===== src/rtl/grid_locator.sv =====
// Grid locator: counts dark pixels per grid cell, scans for the busiest cell at each frame edge and reports a debounced index.
// Report is registered E+CELLS+2 after edge cycle E; no backpressure (pixel stream). GRID_LOCATOR_OVERLAY_EN adds a gridline/target overlay on oGrey.
module grid_locator #(
    parameter int DATA_W        = 12,
    parameter int FRAME_W       = 640,
    parameter int FRAME_H       = 480,
    parameter int GRID_COLS     = 3,
    parameter int GRID_ROWS     = 3,
    parameter int THRESH        = 1024,
    parameter int MIN_HITS      = 256,
    parameter int CNT_W         = 18,
    parameter int STABLE_FRAMES = 3
) (
    input  logic                                          iCLK,
    input  logic                                          iRST_N,
    input  logic [DATA_W-1:0]                             iDATA,
    input  logic                                          iDVAL,
    input  logic [15:0]                                   iX_Cont,
    input  logic [15:0]                                   iY_Cont,
    input  logic [31:0]                                   iFrame,
    output logic [$clog2(GRID_COLS*GRID_ROWS+1)-1:0]      oLoc,
    output logic                                          oInt,
    output logic [CNT_W-1:0]                              oMaxCnt,
    output logic                                          oDVAL,
    output logic [DATA_W-1:0]                             oGrey
);
    localparam int CELLS  = GRID_COLS * GRID_ROWS;
    localparam int CELL_W = FRAME_W / GRID_COLS;
    localparam int CELL_H = FRAME_H / GRID_ROWS;
    localparam int LOC_W  = $clog2(CELLS + 1);
    localparam int STB_W  = $clog2(STABLE_FRAMES + 1);
    localparam logic [LOC_W-1:0] NONE    = LOC_W'(CELLS);
    localparam logic [LOC_W-1:0] LAST    = LOC_W'(CELLS - 1);
    localparam logic [STB_W-1:0] STB_MAX = STB_W'(STABLE_FRAMES);

    typedef enum logic [1:0] {S_IDLE, S_SCAN, S_DECIDE} state_t;
    state_t r_state, w_state_nxt;

    logic [31:0]       r_frame;
    logic              r_primed;
    logic              w_edge, w_start;
    logic [31:0]       w_x, w_y, w_data;
    logic              w_in, w_dark, w_hit;
    int                w_col, w_row;
    logic [LOC_W-1:0]  w_idx;
    logic [CNT_W-1:0]  r_cnt  [CELLS];
    logic [CNT_W-1:0]  r_snap [CELLS];
    logic [LOC_W-1:0]  r_idx, r_best, r_prev, r_loc, w_cand;
    logic [CNT_W-1:0]  r_max, r_maxcnt, w_cur;
    logic [STB_W-1:0]  r_stab, w_stab_nxt;
    logic              w_decide, w_report;
    logic              r_int, r_dval;
    logic [DATA_W-1:0] r_grey, w_grey_nxt;

    assign w_x     = {16'b0, iX_Cont};
    assign w_y     = {16'b0, iY_Cont};
    assign w_data  = 32'(iDATA);
    assign w_edge  = (iFrame != r_frame);
    assign w_start = w_edge && r_primed;
    assign w_in    = (w_x < 32'(GRID_COLS * CELL_W)) && (w_y < 32'(GRID_ROWS * CELL_H));
    assign w_dark  = (w_data < 32'(THRESH));
    assign w_hit   = iDVAL && w_in && w_dark;

    // Cell coordinates from threshold compares against cell boundaries
    always_comb begin
        w_col = 0;
        w_row = 0;
        for (int k = 1; k < GRID_COLS; k++)
            if (w_x >= 32'(k * CELL_W)) w_col = k;
        for (int k = 1; k < GRID_ROWS; k++)
            if (w_y >= 32'(k * CELL_H)) w_row = k;
        w_idx = LOC_W'(w_row * GRID_COLS + w_col);
    end

    always_ff @(posedge iCLK or negedge iRST_N) begin
        if (!iRST_N) begin
            r_frame  <= '0;
            r_primed <= 1'b0;
            for (int i = 0; i < CELLS; i++) begin
                r_cnt[i]  <= '0;
                r_snap[i] <= '0;
            end
        end else begin
            r_frame  <= iFrame;
            r_primed <= r_primed || w_edge;
            for (int i = 0; i < CELLS; i++) begin
                if (w_edge)
                    r_cnt[i] <= (w_hit && w_idx == LOC_W'(i)) ? CNT_W'(1) : '0;
                else if (w_hit && w_idx == LOC_W'(i) && r_cnt[i] != '1)
                    r_cnt[i] <= r_cnt[i] + CNT_W'(1);
                if (w_start) r_snap[i] <= r_cnt[i];
            end
        end
    end

    always_comb begin
        w_cur = '0;
        for (int i = 0; i < CELLS; i++)
            if (r_idx == LOC_W'(i)) w_cur = r_snap[i];
    end

    always_ff @(posedge iCLK or negedge iRST_N) begin
        if (!iRST_N) r_state <= S_IDLE;
        else         r_state <= w_state_nxt;
    end

    always_comb begin
        w_state_nxt = r_state;
        case (r_state)
            S_IDLE:   if (w_start) w_state_nxt = S_SCAN;
            S_SCAN:   if (!w_start && r_idx == LAST) w_state_nxt = S_DECIDE;
            S_DECIDE: w_state_nxt = w_start ? S_SCAN : S_IDLE;
            default:  w_state_nxt = S_IDLE;
        endcase
    end

    // A new edge during SCAN/DECIDE pre-empts the decision in flight
    assign w_decide   = (r_state == S_DECIDE) && !w_start;
    assign w_cand     = (32'(r_max) >= 32'(MIN_HITS)) ? r_best : NONE;
    assign w_stab_nxt = (w_cand != r_prev)  ? STB_W'(1) :
                        (r_stab == STB_MAX) ? STB_MAX   : r_stab + STB_W'(1);
    assign w_report   = w_decide && (w_stab_nxt == STB_MAX) && (w_cand != r_loc);

    always_ff @(posedge iCLK or negedge iRST_N) begin
        if (!iRST_N) begin
            r_idx    <= '0;
            r_max    <= '0;
            r_best   <= '0;
            r_prev   <= NONE;
            r_stab   <= '0;
            r_loc    <= NONE;
            r_int    <= 1'b0;
            r_maxcnt <= '0;
        end else begin
            r_int <= 1'b0;
            if (w_start) begin
                r_idx  <= '0;
                r_max  <= '0;
                r_best <= '0;
            end else if (r_state == S_SCAN) begin
                if (w_cur > r_max) begin
                    r_max  <= w_cur;
                    r_best <= r_idx;
                end
                r_idx <= r_idx + LOC_W'(1);
            end
            if (w_decide) begin
                r_prev   <= w_cand;
                r_stab   <= w_stab_nxt;
                r_maxcnt <= r_max;
            end
            if (w_report) begin
                r_loc <= w_cand;
                r_int <= (w_cand != NONE);
            end
        end
    end

`ifdef GRID_LOCATOR_OVERLAY_EN
    logic w_grid, w_mark;
    always_comb begin
        w_grid = 1'b0;
        for (int k = 0; k * CELL_W < FRAME_W; k++)
            if (w_x == 32'(k * CELL_W)) w_grid = 1'b1;
        for (int k = 0; k * CELL_H < FRAME_H; k++)
            if (w_y == 32'(k * CELL_H)) w_grid = 1'b1;
    end
    assign w_mark     = w_in && w_dark && (w_idx == r_loc);
    assign w_grey_nxt = w_grid ? '1 : (w_mark ? '0 : iDATA);
`else
    assign w_grey_nxt = iDATA;
`endif

    always_ff @(posedge iCLK or negedge iRST_N) begin
        if (!iRST_N) begin
            r_dval <= 1'b0;
            r_grey <= '0;
        end else begin
            r_dval <= iDVAL;
            r_grey <= w_grey_nxt;
        end
    end

    assign oLoc    = r_loc;
    assign oInt    = r_int;
    assign oMaxCnt = r_maxcnt;
    assign oDVAL   = r_dval;
    assign oGrey   = r_grey;
endmodule


===== config.mk =====
export PLATFORM = sky130hd
export DESIGN_NAME = grid_locator
export DESIGN_NICKNAME = d
export VERILOG_FILES = /design/src/rtl/grid_locator.sv
export SDC_FILE = /design/constraint.sdc
export NUM_CORES = 1
export LEC_CHECK = 0
export ABC_AREA = 1
export BUFFER_PORTS_ARGS = -buffer_cell sky130_fd_sc_hd__clkbuf_2
export CORE_MARGIN = 2
export CORE_UTILIZATION = 24
export DETAILED_ROUTE_END_ITERATION = 12
export PLACE_DENSITY = 0.49
export SLEW_MARGIN = 30
export SYNTH_ARGS = -nofsm -noshare
export SYNTH_HDL_FRONTEND = slang
export SYNTH_SLANG_ARGS = --single-unit

===== constraint.sdc =====
create_clock -name iCLK -period 6.4 [get_ports iCLK]
set_clock_uncertainty 0.15 [all_clocks]
set_input_delay 1.28 -clock iCLK [delete_from_list [all_inputs] [get_ports iCLK]]
set_output_delay 1.28 -clock iCLK [all_outputs]
set_load 0.02 [all_outputs]

==> impl_metrics.toml, run 1 <==
[worst_setup_path]
path_class = "reg2reg"
worst_r2r_startpoint = "r_idx[1]"
r2r_setup_slack_ns = 1.13
slowest_stage = "nand3_1"
slowest_delay_ns = 0.67
timing.reg2reg.worst_path_depth = 22
cp-end-kind = "flip-flop"
cp_cell_sequence = "inv_1 > ha_1 > nand3_1 > buf_4 > nor2_1 > a21oi_1 > nor2_1 > o211ai_1 > nand2_1 > nand3_1 > o211ai_1 > a21boi_0 > ha_1 > nand4_1 > nor4_1 > a21oi_1 > nand2_1 > nand2_1 > clkinv_1 > buf_4 > nand2_1 > nand2_1"
crit_buf_inv = 4
cp_top_family = "simple AND/OR/NAND/NOR gates"
critical_path_arrival_ns = 5.68
regToRegEndpoint = "r_max[7]"
crit_fanout = 21
crit_top_cell = "nand2_1"
cp-start-kind = "flip-flop"
worstPathRequired_ns = 6.81

[run_status]
status = "completed"

[timing]
rsz0062_at_grt = "false"
finalSetupTns_ns = 0
worst_slack_ns = 1.13
worst_pin_slew_ns = 0.951
setup_viol = 0
period_share_pct = 82.3
final_max_slew_viol_count = 0
finalHoldViolations = 0
min_period_ns = 5.27
relSlewSlack_pct = 36.4
fmax_mhz = 190

[detailed_routing]
drt_wl_total_um = 59600
drtAntennaViolNets = 0
drt-pass1-iter-count = 5
wl_per_cell_um = 15.1
vias = 17400
avgViaCountPerCell = 4.41
drc_errors = 0
drt_iter0_markers = 1265

[clock_tree]
cts_sinks = 427
cts_hold_buf = 0
htree_levels = 2
cts_root_buf = "clkbuf_16"
path_clk_slew_ns = 0.06
clockBufferDepth = 3
cts_tree = "done"
post_cts_buffers = 0
insertion_delay_ns = 0.63
cts-buffers-inserted = 54
cts.repair.resized = 0

[power]
max-vdd-ir-drop_v = 0.000205
p_total_w = 0.00587
power.leakage_nw = 11.2
p_per_area_mw_per_mm2 = 235

[min_path]
hold_class = "reg2reg"
worstHoldPathCells = 1
hold_path_end = "r_state[0]"
min_from = "r_state[0]"

[placed_design]
place.gp.congestion = 0.808
post-place-ws_ns = 1.00
port_buffers = 109
hpwl_um = 42500
dp_cells = 3844

[global_routing]
grt_pass1_vias = 16900
grt_pass1_wl_um = 95400
antenna_found_initial = 0
grt_max_degree = 197
overflow = 0
grtUsageTotal_pct = 13.2

[cells_and_area]
final_core_util_pct = 28.4
fin_nets = 2850
diodes = 0
area_delta_synth_final_pct = 17.6
layout_commonest_cell = "nand2_1"
stdcell_count = 3944
drive_gt1_share_pct = 11.7
final_cell_mix = "nand2_1, dfrtp_1, inv_1"

[synth]
synthesis.nets = 2741
synthArstFlopShare_pct = 100
mappedNetlistArea_mm2 = 0.0213
synth_edf_count = 0
syn_inst = 2627
ys_dominant_reg_cell = "dfrtp_1"
synth_seq_area_share_pct = 50.3
synth_area_per_cell_um2 = 8.09
synth_seq_cells = 427
synth_cell_type_count = 47
yosys_warnings = 0

[floorplan]
die_w_um = 302
die_h_um = 302
io_pins = 115
design.core.area_mm2 = 0.0881
die_area_mm2 = 0.0910
core.rowCount = 109
initial_utilization_pct = 24.1

[job]
cap_violations = 0
[metal layers]
layer | vias up | share of wire, % | track usage (%)
met5 | - | 0 | 0
met4 | 0 | 2.4 | 3.78
met3 | 77 | 5.1 | 2.80
met2 | 316 | 44 | 20.1
met1 | 8183 | 49 | 18.9
li1 | 8818 | - | -
[cells in the mapped netlist, drive strengths merged (4+ instances only)]
| cell type | number | share of area, % |
|---|---|---|
| nand2 | 686 | 12 |
| dfrtp | 423 | 50 |
| inv | 314 | 5.5 |
| o21ai | 248 | 5.8 |
| nor2 | 243 | 5.1 |
| nand3 | 144 | 3.7 |
| a21oi | 133 | 3.1 |
| nor3 | 64 | 1.6 |
| clkbuf | 63 | 1.1 |
| nand4 | 57 | 2.1 |
| o211ai | 44 | 1.6 |
| xor2 | 37 | 1.5 |
| ha | 34 | 2.0 |
| buf | 24 | 0.52 |
| o31ai | 17 | 0.60 |
| a21boi | 16 | 0.57 |
| or2 | 16 | 0.48 |
| a211oi | 15 | 0.53 |
| nor4 | 11 | 0.32 |
| clkinv | 6 | 0.11 |
| dfstp | 4 | 0.49 |
| xnor2 | 4 | 0.16 |
[sequential cells by signal (all words and copies together) (netlist names), 12 cells and up]
signal / flops
r_max: 18
r_frame: 32
r_snap: 162
oMaxCnt: 18
r_cnt: 162
oGrey: 12
[report_power, final]
| part | switching [W] | internal, W |
|---|---|---|
| registers | 0.00000554 | 0.00272 |
| logic | 0.0000900 | 0.0000383 |
| clock network | 0.00124 | 0.00178 |
| total | 0.00133 | 0.00454 |
[worst max path at each step]
stage / slack [ns] / startpoint / cells after the start / endpoint
global placement: 1.02 / iY_Cont[15] / 22 / r_cnt[33]
floorplan: 1.96 / iY_Cont[15] / 21 / r_cnt[52]
global route: 0.75 / r_idx[1] / 22 / r_best[2]
CTS: 1.21 / r_idx[1] / 21 / r_best[2]
finish: 1.13 / r_idx[1] / 22 / r_max[7]
detailed placement: 1.00 / iY_Cont[15] / 22 / r_cnt[33]
[cell families (layout without fill, tap and decap cells)]
logic type	count (synthesis)	count (layout)	share of synthesized area (%)
flops	427	427	50.3
mux	1	1	0.0471
compound gates	488	488	12.8
fa+ha+maj	35	35	2.10
simple gates	1228	1228	25.8
buf+inv	407	559	7.29
xor+xnor	41	41	1.69
[final cells by class]
type,instances,area [µm²]
Clock buffer,83,1580
Timing Repair Buffer,140,871
Sequential cell,427,10700
Inverter,320,1200
Clock inverter,16,174
Multi-Input combinational cell,1793,9030
Tap cell,1165,1460
Fill cell,9657,63100
[through the flow]
| stage | cell area [µm²] | hold slack, ns |
|---|---|---|
| 6_report | 25000 | 0.314 |
| 5_1_grt | 25000 | 0.335 |
| 4_1_cts | 25000 | 0.322 |
| 3_5_place_dp | 23200 | 0.311 |
| 3_3_place_gp | 23200 | 0.308 |
| 2_1_floorplan | 21300 | 0.290 |
Note: power is estimated with default switching activity, not from simulation.
==> run 2, diff against run 1 <==
- clock period: 6.4 -> 5.3 ns (I/O delays scaled with it)
==> impl_metrics.toml, run 2 (synthesis results as in run 1) <==
[global_routing]
antenna_found_initial = 0
grt_pass1_vias = 16900
grtUsageTotal_pct = 13.3
overflow = 0
grt_max_degree = 178
grt_pass1_wl_um = 96100

[run_status]
status = "completed"

[detailed_routing]
avgViaCountPerCell = 4.39
vias = 17400
drt_iter0_markers = 1248
drc_errors = 0
drtAntennaViolNets = 0
wl_per_cell_um = 15.1
drt-pass1-iter-count = 5
drt_wl_total_um = 59900

[cells_and_area]
fill_cells = 9615
drive_gt1_share_pct = 12.6
diodes = 0
fin_nets = 2865
regArea_mm2 = 0.0107
area_delta_synth_final_pct = 18.7
final_cell_mix = "nand2_1, dfrtp_1, inv_1"
layout_commonest_cell = "nand2_1"
multi_input_area_mm2 = 0.00903
reg.largest.list = "r_cnt x162, r_snap x162, r_frame x32"
final_area_mm2 = 0.0252

[timing]
worst_pin_slew_ns = 0.905
finalSetupTns_ns = 0
rsz0062_at_grt = "false"
final_max_slew_viol_count = 0
finalHoldViolations = 0
relSlewSlack_pct = 39.7
min_period_ns = 4.66
hold_ws_ns = 0.261
fmax_mhz = 214
setup_viol = 0
period_share_pct = 88.0

[worst_setup_path]
worstPathRequired_ns = 5.71
timing.reg2reg.worst_path_depth = 22
cp-start-kind = "flip-flop"
crit_fanout = 20
path_class = "reg2reg"
critical_path_arrival_ns = 5.08
cp-end-kind = "flip-flop"

[clock_tree]
clockBufferDepth = 3
cts_root_buf = "clkbuf_16"
post_cts_buffers = 0
cts.repair.resized = 0
insertion_delay_ns = 0.62
path_clk_slew_ns = 0.06
cts-buffers-inserted = 54
cts_tree = "done"
htree_levels = 2
cts_hold_buf = 0
cts_sinks = 427

[power]
max-vdd-ir-drop_v = 0.000224
p_per_area_mw_per_mm2 = 286
p_total_w = 0.00720
power.leakage_nw = 11.3

[floorplan]
die_w_um = 302
io_pins = 115
design.core.area_mm2 = 0.0881
initial_utilization_pct = 24.1
die_area_mm2 = 0.0910
die_h_um = 302
core.rowCount = 109

[job]
cap_violations = 0

[placed_design]
place.gp.congestion = 0.813
port_buffers = 109
hpwl_um = 42900
place_area_mm2 = 0.0234

[min_path]
hold_class = "in2async"
[run 2: cell types whose count changed in the layout (fill, tap and decap cells not counted), sizes merged]
cell | before | now
inv | 318 | 317
buf | 32 | 47
clkinv | 15 | 22
clkbuf | 191 | 185
bufinv | 2 | 3
clkinvlp | 1 | 2
[run 2: worst paths after layout]
kind / slack [ns] / start / endpoint
max in group asynchronous: 3.67 / iRST_N / r_snap[14]
min in group iCLK: 0.32 / r_snap[13] / r_snap[13]
setup reg to reg: 0.64 / r_idx[0] / r_max[12]
hold / removal: 0.26 / iRST_N / r_cnt[153]
hold reg to reg: 0.32 / r_snap[13] / r_snap[13]
setup / recovery: 0.64 / r_idx[0] / r_max[12]
[run 2: critical path, stage by stage (launching register included)]
cell and delay [ns]:
dfrtp_1 0.43, inv_1 0.17, ha_1 0.19, clkinv_1 0.09, nor2_1 0.40, buf_4 0.31
o21ai_0 0.11, buf_4 0.15, nand2_1 0.07, a31oi_1 0.15, o21ai_0 0.45, a21oi_1 0.13
buf_4 0.18, ha_1 0.26, nand2_1 0.09, nor3_1 0.33, o211ai_1 0.14, nand3_1 0.11
nand2_1 0.11, nor2_2 0.20, buf_12 0.18, nand3_1 0.12, nand2_1 0.07
[run 2: metal layers]
metal | vias up | part of all wire (%) | GRT usage (%)
li1 | 8834 | - | -
met1 | 8194 | 49 | 19.2
met2 | 297 | 44 | 20.4
met3 | 78 | 4.9 | 2.43
met4 | 0 | 2.0 | 3.25
met5 | - | 0 | 0
[run 2: stage by stage]
step           utilization, %  setup slack, ns  instances
2_1_floorplan               -             1.08       2627
3_3_place_gp             26.6            0.365       3860
3_5_place_dp             26.6            0.322       3860
4_1_cts                  28.6            0.620       3961
5_1_grt                  28.6            0.309       3961
6_report                 28.6            0.636       3961
[run 2: final cells by class]
class / instances / area share (%)
clock buffer: 77 / 6.26
clock inverter: 24 / 0.957
inverter: 320 / 4.77
multi-input combinational: 1793 / 35.8
sequential: 427 / 42.4
tap: 1165 / 5.78
timing repair buffer: 155 / 4.07
[run 2: report_power, final]
part	leakage, nW	internal [W]	switching (W)
Clock	0.904	0.00222	0.00154
Combinational	4.55	0.0000451	0.000108
Sequential	5.83	0.00328	0.00000679
